===== config.mk =====
export PLATFORM = sky130hd
export DESIGN_NAME = control_sequencer
export DESIGN_NICKNAME = d
export VERILOG_FILES = /design/src/rtl/cpu_ctrl_pkg.sv /design/src/rtl/ctrl_decode.sv /design/src/rtl/control_sequencer.sv
export SDC_FILE = /design/constraint.sdc
export NUM_CORES = 1
export LEC_CHECK = 0
export BUFFER_PORTS_ARGS = -buffer_cell sky130_fd_sc_hd__clkbuf_2
export CORE_MARGIN = 2
export CORE_UTILIZATION = 45
export DETAILED_ROUTE_END_ITERATION = 8
export PLACE_DENSITY = 0.78
export SLEW_MARGIN = 30
export SYNTH_ARGS = -nofsm -noshare
export SYNTH_HDL_FRONTEND = slang
export SYNTH_HIERARCHICAL = 1
export SYNTH_SLANG_ARGS = --single-unit

===== constraint.sdc =====
create_clock -name clock -period 3.2 [get_ports clock]
set_input_delay 0 -clock clock [delete_from_list [all_inputs] [get_ports clock]]
set_output_delay 0 -clock clock [all_outputs]
set_load 0.02 [all_outputs]

===== src/rtl/cpu_ctrl_pkg.sv =====
// Shared definitions for the hardwired control sequencer: state encoding, opcodes,
// IR field positions and the strobe bundle driven onto the single-bus datapath.
package cpu_ctrl_pkg;

    typedef enum logic [3:0] {
        StIdle  = 4'd0,
        StT0    = 4'd1,
        StT1    = 4'd2,
        StT1w   = 4'd3,
        StT2    = 4'd4,
        StT3    = 4'd5,
        StT4    = 4'd6,
        StT5    = 4'd7,
        StHalt  = 4'd8,
        StFault = 4'd9
    } state_e;

    localparam logic [4:0] OP_ADD  = 5'b00011;
    localparam logic [4:0] OP_SUB  = 5'b00100;
    localparam logic [4:0] OP_AND  = 5'b00101;
    localparam logic [4:0] OP_OR   = 5'b00110;
    localparam logic [4:0] OP_NEG  = 5'b10001;
    localparam logic [4:0] OP_NOT  = 5'b10010;
    localparam logic [4:0] OP_HALT = 5'b11011;

    localparam int unsigned IR_OP_MSB = 31;
    localparam int unsigned IR_RA_MSB = 26;
    localparam int unsigned IR_RB_MSB = 22;
    localparam int unsigned IR_RC_MSB = 18;

    typedef enum logic [1:0] {
        OpcBinary,
        OpcUnary,
        OpcHalt,
        OpcIllegal
    } op_class_e;

    typedef struct packed {
        logic pc_out;
        logic zlow_out;
        logic mdr_out;
        logic r_out;
        logic mar_in;
        logic pc_in;
        logic mdr_in;
        logic ir_in;
        logic y_in;
        logic zlow_in;
        logic r_in;
        logic inc_pc;
        logic read;
        logic gra;
        logic grb;
        logic grc;
        logic busy;
        logic halted;
        logic fault;
    } ctrl_strobes_t;

    function automatic op_class_e classify_op(input logic [4:0] op);
        case (op)
            OP_ADD, OP_SUB, OP_AND, OP_OR: return OpcBinary;
            OP_NEG, OP_NOT:                return OpcUnary;
            OP_HALT:                       return OpcHalt;
            default:                       return OpcIllegal;
        endcase
    endfunction

endpackage


===== src/rtl/ctrl_decode.sv =====
// Combinational strobe decode: maps the sequencer state and current opcode onto the
// datapath control strobes and ALU function.
module ctrl_decode
    import cpu_ctrl_pkg::*;
#(
    parameter int unsigned OPW = 5
) (
    input  state_e         state,
    input  logic [OPW-1:0] op,
    output ctrl_strobes_t  strobes,
    output logic [OPW-1:0] alu_op
);

    op_class_e op_class;
    assign op_class = classify_op(5'(op));

    always_comb begin
        strobes = '0;
        alu_op  = '0;
        unique case (state)
            StIdle: ;
            StT0: begin
                strobes.pc_out  = 1'b1;
                strobes.mar_in  = 1'b1;
                strobes.inc_pc  = 1'b1;
                strobes.zlow_in = 1'b1;
                strobes.busy    = 1'b1;
            end
            StT1: begin
                strobes.zlow_out = 1'b1;
                strobes.pc_in    = 1'b1;
                strobes.read     = 1'b1;
                strobes.mdr_in   = 1'b1;
                strobes.busy     = 1'b1;
            end
            // PC already loaded in T1; only keep the MDR load pending.
            StT1w: begin
                strobes.read   = 1'b1;
                strobes.mdr_in = 1'b1;
                strobes.busy   = 1'b1;
            end
            StT2: begin
                strobes.mdr_out = 1'b1;
                strobes.ir_in   = 1'b1;
                strobes.busy    = 1'b1;
            end
            StT3: begin
                strobes.busy = 1'b1;
                if (op_class == OpcBinary) begin
                    strobes.grb   = 1'b1;
                    strobes.r_out = 1'b1;
                    strobes.y_in  = 1'b1;
                end else if (op_class == OpcUnary) begin
                    strobes.grb     = 1'b1;
                    strobes.r_out   = 1'b1;
                    strobes.zlow_in = 1'b1;
                    alu_op          = op;
                end
            end
            StT4: begin
                strobes.grc     = 1'b1;
                strobes.r_out   = 1'b1;
                strobes.zlow_in = 1'b1;
                strobes.busy    = 1'b1;
                alu_op          = op;
            end
            StT5: begin
                strobes.zlow_out = 1'b1;
                strobes.gra      = 1'b1;
                strobes.r_in     = 1'b1;
                strobes.busy     = 1'b1;
            end
            StHalt:  strobes.halted = 1'b1;
            StFault: strobes.fault  = 1'b1;
            default: ;
        endcase
    end

endmodule


===== src/rtl/control_sequencer.sv =====
// Hardwired fetch/execute sequencer (T0..T5) for the single-bus datapath, with a bounded
// wait on memory ready during instruction fetch.
module control_sequencer
    import cpu_ctrl_pkg::*;
#(
    parameter int unsigned OPW         = 5,
    parameter int unsigned MEM_TIMEOUT = 16
) (
    input  logic           clock,
    input  logic           clear,
    input  logic           run,
    input  logic           mem_rdy,
    input  logic [31:0]    IR,
    output logic           PCout,
    output logic           Zlowout,
    output logic           MDRout,
    output logic           Rout,
    output logic           MARin,
    output logic           PCin,
    output logic           MDRin,
    output logic           IRin,
    output logic           Yin,
    output logic           Zlowin,
    output logic           Rin,
    output logic           IncPC,
    output logic           Read,
    output logic           Gra,
    output logic           Grb,
    output logic           Grc,
    output logic [OPW-1:0] alu_op,
    output logic           busy,
    output logic           halted,
    output logic           fault
);

    localparam int unsigned CntW = $clog2(MEM_TIMEOUT + 1);

    state_e         state_q;
    logic [OPW-1:0] op_q;
    logic [CntW-1:0] wait_cnt_q;
    logic [OPW-1:0] ir_op;
    logic [OPW-1:0] dec_op;
    ctrl_strobes_t  strobes;
    logic           unused_ir;

    assign ir_op     = IR[IR_OP_MSB -: OPW];
    assign unused_ir = ^IR[IR_OP_MSB-OPW:0];

    // IR is loaded at the end of T2, so T3 decodes the live IR; later states use the copy.
    assign dec_op = (state_q == StT3) ? ir_op : op_q;

    always_ff @(posedge clock or posedge clear) begin
        if (clear) begin
            state_q    <= StIdle;
            op_q       <= '0;
            wait_cnt_q <= '0;
        end else begin
            case (state_q)
                StIdle: if (run) state_q <= StT0;
                StT0:   state_q <= StT1;
                StT1: begin
                    if (mem_rdy) begin
                        state_q <= StT2;
                    end else begin
                        state_q    <= StT1w;
                        wait_cnt_q <= CntW'(1);
                    end
                end
                // Ready on the final permitted wait cycle still completes the fetch.
                StT1w: begin
                    if (mem_rdy)                             state_q <= StT2;
                    else if (wait_cnt_q == CntW'(MEM_TIMEOUT)) state_q <= StFault;
                    else                                     wait_cnt_q <= wait_cnt_q + CntW'(1);
                end
                StT2: state_q <= StT3;
                StT3: begin
                    op_q <= ir_op;
                    case (classify_op(5'(ir_op)))
                        OpcBinary: state_q <= StT4;
                        OpcUnary:  state_q <= StT5;
                        OpcHalt:   state_q <= StHalt;
                        default:   state_q <= StFault;
                    endcase
                end
                StT4:    state_q <= StT5;
                StT5:    state_q <= run ? StT0 : StIdle;
                StHalt:  state_q <= StHalt;
                StFault: state_q <= StFault;
                default: state_q <= StFault;
            endcase
        end
    end

    ctrl_decode #(
        .OPW(OPW)
    ) u_decode (
        .state  (state_q),
        .op     (dec_op),
        .strobes(strobes),
        .alu_op (alu_op)
    );

    assign PCout   = strobes.pc_out;
    assign Zlowout = strobes.zlow_out;
    assign MDRout  = strobes.mdr_out;
    assign Rout    = strobes.r_out;
    assign MARin   = strobes.mar_in;
    assign PCin    = strobes.pc_in;
    assign MDRin   = strobes.mdr_in;
    assign IRin    = strobes.ir_in;
    assign Yin     = strobes.y_in;
    assign Zlowin  = strobes.zlow_in;
    assign Rin     = strobes.r_in;
    assign IncPC   = strobes.inc_pc;
    assign Read    = strobes.read;
    assign Gra     = strobes.gra;
    assign Grb     = strobes.grb;
    assign Grc     = strobes.grc;
    assign busy    = strobes.busy;
    assign halted  = strobes.halted;
    assign fault   = strobes.fault;

endmodule

Word level (Yosys, flattened, before mapping)
Index checks and enable logic that the tools add are counted.

cells by class
  $add $sub $neg = 1
  equal/unequal tests = 32
  reduce and logical (&&, ||, !) cells = 14
  muxes and demuxes = 36

operators with widths
  cell                                                 number
  case mux 4 bit (9 select lines)                      1
  equality test 5 bit, second input constant           7
  equality test 5 x 3 -> 1 bit, second input constant  6
  two-way mux 5 bit                                    6
  case mux 5 bit (2 select lines)                      2
  two-way mux 1 bit                                    17
  equality test 4 x 3 -> 1 bit, second input constant  4
  two-way mux 4 bit                                    3
  case mux 2 bit (3 select lines)                      2
  case mux 4 bit (3 select lines)                      1
  equality test 5 x 2 -> 1 bit, second input constant  2
  OR reduction 2 bit                                   5
  equality test 4 x 2 -> 1 bit, second input constant  2
  equality test 4 bit, second input constant           2
  != test 2 bit, second input constant                 4
  OR reduction 4 bit                                   2
  OR reduction 7 bit                                   1
  adder 5 x 1 -> 5 bit, second input constant          1
  equality test 2 x 1 -> 1 bit, second input constant  2
  equality test 4 x 1 -> 1 bit, second input constant  1
  logical NOT 2 bit                                    2
  logical NOT 4 bit                                    1
  case mux 1 bit (2 select lines)                      2
  AND reduction 4 bit                                  1
  other kinds (6)                                      6

word-level totals
  input bits = 36
  output and inout port bits = 24
  register bits = 14
  logic and storage cells = 86

Logic depth before layout (Yosys ltp)
Gate-level depths: netlist of run 1.

  word-level depth = 9
  mapped depth = 7
  depth with buffers taken out = 6

Hierarchy
Netlist of run 1, hierarchy kept.

modules (own cells, without submodules)
  module             instances  cells an instance  area each (µm²)  sequential area each (µm²)
  control_sequencer  1          84                 868.3            350.3
  ctrl_decode        1          43                 281.5            0.0

Worst setup path after synthesis of run 1
OpenSTA, ideal clock, no wires.

  path kind = register -> output
  start = reg state_q[0]
  end = out alu_op[1]
  required time = 3.200 ns
  slack = 0.535 ns
  path buffers = 1
  arrival = 2.665 ns
  cell stages (with the launch flop) = 8
  path through = dfrtp_1 -> nor2b_1 -> and3b_2 -> buf_4 -> mux2_2 -> or3b_1 -> or4_4 -> a21boi_1

on the way
  longest elaborated chain between the ends = 9
  elaborated cells between the ends (all ways) = 18
  those cells by class = eq/ne: 10; mux: 5; reduce/logical: 3

ends and longest elaborated chain
  element                                                          RTL line                 text
  start: declaration                                               control_sequencer.sv:38  state_e state_q;
  start signal: assignment                                         control_sequencer.sv:54  state_q <= StIdle;
  start signal: assignment                                         control_sequencer.sv:59  StIdle: if (run) state_q <= StT0;
  start signal: assignment                                         control_sequencer.sv:60  StT0: state_q <= StT1;
  equality test 4 x 3 -> 1 bit *                                   control_sequencer.sv:50  assign dec_op = (state_q == StT3) ? ir_op : op_q;
  two-way mux 5 bit *                                              -
  named net dec_op[3]                                              control_sequencer.sv:42  logic [OPW-1:0] dec_op;
  equality test 5 x 2 -> 1 bit (tied with other cells)             cpu_ctrl_pkg.sv:61       case (op)
  OR reduction 4 bit / OR reduction 2 bit (equally long branches)  cpu_ctrl_pkg.sv:61
  case mux 2 bit (3 select lines) *                                cpu_ctrl_pkg.sv:61
  equality test 2 x 1 -> 1 bit                                     ctrl_decode.sv:53        end else if (op_class == OpcUnary) begin
  two-way mux 5 bit                                                ctrl_decode.sv:53
  two-way mux 5 bit *                                              ctrl_decode.sv:49        if (op_class == OpcBinary) begin
  case mux 5 bit (2 select lines) *                                ctrl_decode.sv:20        unique case (state)
  end: declaration                                                 control_sequencer.sv:30  output logic [OPW-1:0] alu_op,

The timed path passes the listed nets; every way through them passes the cells marked *.

Final worst setup path of run 1
  start = reg state_q[3]
  end = out Zlowin

on the way
  longest elaborated chain between the ends = 9
  elaborated cells between the ends (all ways) = 20
  those cells by class = eq/ne: 11; mux: 5; reduce/logical: 4

ends and longest elaborated chain
  element                                                          RTL line                 text
  equality test 4 x 3 -> 1 bit *                                   control_sequencer.sv:50
  two-way mux 5 bit *                                              -
  named net dec_op[3]                                              control_sequencer.sv:42
  equality test 5 x 2 -> 1 bit (tied with other cells)             cpu_ctrl_pkg.sv:61
  OR reduction 4 bit / OR reduction 2 bit (equally long branches)  cpu_ctrl_pkg.sv:61
  case mux 2 bit (3 select lines) *                                cpu_ctrl_pkg.sv:61
  equality test 2 x 1 -> 1 bit                                     ctrl_decode.sv:53
  two-way mux 1 bit                                                ctrl_decode.sv:53
  two-way mux 1 bit *                                              ctrl_decode.sv:49
  case mux 1 bit (2 select lines) *                                ctrl_decode.sv:20
  end: declaration                                                 control_sequencer.sv:23  output logic Zlowin,

Marks and branches as above.

==> metrics, run 1 <==
Hold Crit Class in2reg; status finished clean; EDFF count, synth 0; post-CTS setup buffer count 0; GR Util met3 4.92%; Port Buf Inserts 32; DPL Wire Length 1890 um; maxcap violations 0; gpl congestion 0.698; Gate Count Post-Synth 127; max-slew violation count 0; Max-slew headroom 62.1%; Avg Inst Size Synth 9.05 um2; Max clock buf depth 2; Clock Skew 0.00142 ns; GRT Util Overall 19.4%; fill count 242; count leader, synth dfrtp_1; Period minus WS final 2.88 ns; I/O Pins 60; LEAKAGE 0.620 nW; top cells by area, synth dfrtp_1, mux2_2, buf_4; Period Utilization, post-route 89.9%; routed length per placed instance 13.6 um; initial antenna violation count 0; Worst EP arrival 2.88 ns; Final #Nets 198; Crit Path Max Fanout 6; CTS sink cnt 14; DR pass1 iterations 4; final setup vio count 0; Yosys Warn Count 6; met2 Resource Use GR 32.7%; P per Cell Area 441 nW/um2; core area 2450 um2; count of inserted antenna diode cells 0; Worst Tran Pin Value 0.568 ns; final hold vios 0; Yosys reg bits 14; vias in the first global route 943; area grow syn2layout 16.1%; TritonCTS Buffers 3; startpoint types flop; Most used DFF post-synth dfrtp_1; Hold Buf Count CTS 1; f_max 348 MHz; CTS tree done; dpl ws 0.635 ns; CTS HTree Levels 1; global-route wire length before repair 4060 um; initial drt markers 13; total gr overflow 0; post-synth cell types 51; VDD IR max 0.353 mV; Initial Utilization 46.8%; post-route setup slack 0.323 ns; Worst EP required 3.20 ns; WL final 2560 um; Avg Vias per Cell 5.38; pin count of the biggest net entering global routing 22; Post-synth ARST share 100%; die area 2980 um2; Net Count, Synth 165; post-synth top area share 30.5%; met1 usage 22.8%; clk root buf clkbuf_4; Die Span Y 54.6 um; Post-synth top cells dfrtp_1, nand2_1, nor3_1; RSZ-0062 raised after global routing false; post-synthesis cell area 1150 um2; worst skew pair latency 0.29 ns; area leader, netlist dfrtp_1; GR peak layer met2; crit end category output pin; Die Wd 54.6 um; register area share after synthesis 30.5%; routed vias 1011; share of cells above drive strength 1 37.3%; Row Count 18; Resize count post-CTS 0; CP Class reg2out; DRC Markers 0; Clock Pin Slew Worst Setup and Hold Paths 0.08 ns; Routed Antenna Nets 0; final setup TNS 0 ns
## stage by stage
stage / power (mW) / hold slack (ns) / utilization (%) / area, um2 / cells
global route: 0.632 / 0.0398 / 54.4 / 1340 / 188
CTS: 0.597 / 0.0256 / 54.4 / 1340 / 188
floorplan: 0.427 / -0.111 / - / 1150 / 127
global placement: 0.474 / 0.0530 / 53.1 / 1300 / 184
finish: 0.589 / 0.0383 / 54.4 / 1340 / 188
detailed placement: 0.487 / 0.0661 / 53.1 / 1300 / 184
## flip-flops by register name, indices dropped and copies added (netlist names)
register,cells
wait_cnt_q,5
op_q,5
state_q,4
## final cells by class
type                    instances  area [um2]  share of cell area (%)
flip-flops and latches         14         350                    26.2
multi-input cells              97         693                    51.9
inverters                       7        31.3                    2.34
well taps                      30        37.5                    2.81
repair buffers                 37         200                    15.0
clock buffers                   3        22.5                    1.69
## kinds of logic (layout without fill, tap and decap cells)
kind of cell / Yosys count / in the layout / synth area share [%]
AND/OR/NAND/NOR: 54 / 54 / 28.2
AO/OA/AOI/OAI: 29 / 29 / 19.5
buffers and inverters: 16 / 47 / 9.25
flip-flops: 14 / 14 / 30.5
multiplexers: 7 / 7 / 6.64
XOR/XNOR: 5 / 5 / 3.81
adder cells (fa/ha/maj): 2 / 2 / 2.18
## critical path: stages, from the launching register on
cell	delay, ns
dfrtp_1	0.39
nor2b_1	0.19
and3b_2	0.29
mux2_2	0.37
or3b_1	0.40
or4_4	0.56
o311ai_0	0.14
clkbuf_2	0.24
## routing by layer
metal	up-vias	wire (um)	share of wire, %
li1	514	-	-
met1	471	1150	45
met2	22	1260	49
met3	4	109	4.3
met4	0	36	1.4
met5	-	0	0
## cells in the final DEF, fill, tap and decap left out, types with 3 or more instances in the layout
cell	n
a21oi_1	4
buf_4	4
clkbuf_2	32
clkbuf_4	3
dfrtp_1	14
inv_1	6
mux2_2	5
nand2_1	9
nand2b_1	4
nand3b_1	4
nor2_1	7
nor2b_1	4
nor3_1	8
o21ai_0	4
or2_2	3
xor2_1	4
## final timing paths
| check | startpoint | end | slack, ns | depth (start not counted) |
|---|---|---|---|---|
| min reg2reg | wait_cnt_q[4] | wait_cnt_q[4] | 0.52 | 1 |
| max reg2reg | state_q[2] | wait_cnt_q[1] | 1.52 | 4 |
| max in group asynchronous | clear | state_q[1] | 2.54 | 3 |
| min in group asynchronous | clear | wait_cnt_q[1] | 0.29 | 3 |
| min | run | state_q[0] | 0.04 | 3 |
| max | state_q[3] | Zlowin | 0.32 | 7 |
## power by group
part           switching, mW  internal (mW)  total (mW)
clock                 0.0611         0.0439       0.105
sequential            0.0204          0.204       0.225
combinational          0.159          0.100       0.259
total                  0.240          0.348       0.589
Power figures use the tool's default switching activity.
==> run 2, diff against run 1 <==
--- a/config.mk
+++ b/config.mk
@@ -5,6 +5,7 @@
 export SDC_FILE = /design/constraint.sdc
 export NUM_CORES = 1
 export LEC_CHECK = 0
+export ABC_AREA = 1
 export BUFFER_PORTS_ARGS = -buffer_cell sky130_fd_sc_hd__clkbuf_2
 export CORE_MARGIN = 2
 export CORE_UTILIZATION = 45
==> metrics, run 2 <==
met2 Resource Use GR 30.9% (was 32.7%); Yosys reg bits 14 (unchanged); Hold Crit Class in2reg (unchanged); vias in the first global route 1034 (was 943); routed vias 1167 (was 1011); status finished clean (unchanged); met1 usage 26.5% (was 22.8%); Worst EP arrival 2.53 ns (was 2.88 ns); die area 2970 um2 (was 2980 um2); final setup TNS 0 ns (unchanged); post-synthesis cell area 1150 um2 (about the same); Worst Tran Pin Value 0.646 ns (was 0.568 ns); Post-synth ARST share 100% (unchanged); RSZ-0062 raised after global routing false (unchanged); CTS sink cnt 14 (unchanged); Crit Path Max Fanout 9 (was 6); P per Cell Area 241 nW/um2 (was 441 nW/um2); Period minus WS final 2.53 ns (was 2.88 ns); GRT Util Overall 18.9% (was 19.4%); max-slew violation count 0 (unchanged); most common cell after layout, fill and taps aside nand2_1 (was clkbuf_2); post-route setup slack 0.668 ns (was 0.323 ns); Initial Utilization 46.7% (was 46.8%); Avg Inst Size Synth 6.30 um2 (was 9.05 um2); top cells by area, synth dfrtp_1, nand2_1, inv_1 (was dfrtp_1, mux2_2, buf_4); Resize count post-CTS 0 (unchanged); crit end category output pin (unchanged); Final #Nets 253 (was 198); LEAKAGE 0.803 nW (was 0.620 nW); Most used DFF post-synth dfrtp_1 (unchanged); largest registers op_q (5), wait_cnt_q (5), state_q (4) (unchanged); Row Count 18 (unchanged); most frequent cells in the layout nand2_1, clkbuf_2, inv_1, nor2_1, dfrtp_1 (was clkbuf_2, dfrtp_1, nand2_1, nor3_1, nor2_1); DPL Wire Length 1950 um (was 1890 um); I/O Pins 60 (unchanged); post-synth top area share 30.6% (was 30.5%); CTS HTree Levels 1 (unchanged); register area share after synthesis 30.6% (was 30.5%); GR Util met3 2.46% (was 4.92%); Die Span Y 54.5 um (was 54.6 um); area leader, netlist dfrtp_1 (unchanged); CTS tree done (unchanged); EDFF count, synth 0 (unchanged); area grow syn2layout 18.0% (was 16.1%); clk root buf clkbuf_4 (unchanged); fill count 248 (was 242); Port Buf Inserts 32 (unchanged); global-route wire length before repair 4170 um (was 4060 um); Max-slew headroom 56.4% (was 62.1%); Yosys Warn Count 6 (unchanged); Clock Skew 0.00494 ns (was 0.00142 ns); pin count of the biggest net entering global routing 15 (was 22); share of cells above drive strength 1 22.4% (was 37.3%); final setup vio count 0 (unchanged); Post-synth top cells nand2_1, inv_1, nor2_1 (was dfrtp_1, nand2_1, nor3_1); dpl ws 0.988 ns (was 0.635 ns); worst skew pair latency 0.28 ns (was 0.29 ns); Worst EP required 3.20 ns (about the same); CP Class reg2out (unchanged); Max clock buf depth 2 (unchanged); routed length per placed instance 9.62 um (was 13.6 um); total gr overflow 0 (unchanged); maxcap violations 0 (unchanged); core area 2450 um2 (unchanged); GR peak layer met2 (unchanged); f_max 395 MHz (was 348 MHz); Period Utilization, post-route 79.1% (was 89.9%); count leader, synth nand2_1 (was dfrtp_1); Clock Pin Slew Worst Setup and Hold Paths 0.08 ns (about the same); VDD IR max 0.188 mV (was 0.353 mV); startpoint types flop (unchanged); worst hold slack 0.0562 ns (was 0.0383 ns); post-synth cell types 22 (was 51); Finished Core Util 55.1% (was 54.4%); count of inserted antenna diode cells 0 (unchanged); WL final 2350 um (was 2560 um); DR pass1 iterations 4 (unchanged); TritonCTS Buffers 3 (unchanged); initial antenna violation count 0 (unchanged); gpl congestion 0.850 (was 0.698); Routed Antenna Nets 0 (unchanged); Gate Count Post-Synth 182 (was 127); Net Count, Synth 220 (was 165); Avg Vias per Cell 4.78 (was 5.38); Die Wd 54.5 um (was 54.6 um); initial drt markers 20 (was 13); DRC Markers 0 (unchanged); final hold vios 0 (unchanged)
[run 2: changes by cell type in the layout (fill, tap and decap cells not counted), moves of 5 or more]
cell,change
nand2_1,+44
inv_1,+23
nor2_1,+19
nand3_1,+11
nor3_1,-6
o21ai_0,+6
mux2_2,-5
[run 2: cells by family (layout without fill, tap and decap cells)]
logic type | Yosys count | count (layout) | synth area share, %
DFF | 14 | 14 | 30.6
buffers and inverters | 38 | 70 | 14.1
adders and majority gates | 2 | 2 | 2.18
AOI/OAI and AO/OA | 20 | 20 | 10.3
and+or+nand+nor | 105 | 105 | 40.6
xor gates and xnor gates | 3 | 3 | 2.29
[run 2: final cells by class]
cell class / count / area (um2) / share of cell area, %
multi-input cells: 130 / 634 / 46.9
well taps: 30 / 37.5 / 2.78
flip-flops and latches: 14 / 350 / 25.9
clock buffers: 4 / 36.3 / 2.68
inverters: 33 / 124 / 9.16
repair buffers: 33 / 170 / 12.6
[run 2: worst paths after layout]
check	depth (start not counted)	start	to	slack, ns
setup reg to reg	4	state_q[0]	op_q[1]	1.48
max in group asynchronous	3	clear	state_q[0]	2.55
setup / recovery	11	state_q[0]	Rout	0.67
hold reg to reg	2	op_q[3]	op_q[3]	0.55
min in group asynchronous	3	clear	wait_cnt_q[0]	0.29
hold / removal	3	IR[30]	op_q[3]	0.06
[run 2: per-stage QoR]
step	total power, mW	instance area (um2)	std cells
floorplan	0.192	1150	182
global placement	0.201	1310	239
detailed placement	0.201	1310	239
CTS	0.331	1350	244
global route	0.344	1350	244
finish	0.326	1350	244
[run 2: layer usage]
layer | vias to the layer above | share of wire (%)
li1 | 634 | -
met1 | 509 | 49
met2 | 21 | 46
met3 | 3 | 3.5
met4 | 0 | 0.81
met5 | - | 0
[run 2: critical path, stage by stage, from the launching register on]
cell,delay [ns]
dfrtp_1,0.53
inv_1,0.14
nor2_1,0.19
nand2_2,0.15
o21ai_0,0.55
nor2_1,0.12
nor2_1,0.17
nand2_1,0.07
nand2_1,0.07
nand2_1,0.06
nand2_1,0.05
clkbuf_2,0.16
[run 2: where the power goes]
part | switching (mW) | internal, mW
Combinational | 0.0141 | 0.00778
Clock | 0.0578 | 0.0692
Sequential | 0 | 0.177
[run 2: what timing repair did]
item | 4_1_cts | 5_1_grt
setup buffers | 0 | 0
hold buffers | 1 | 0
endpoints found under the hold margin | 14 | 0
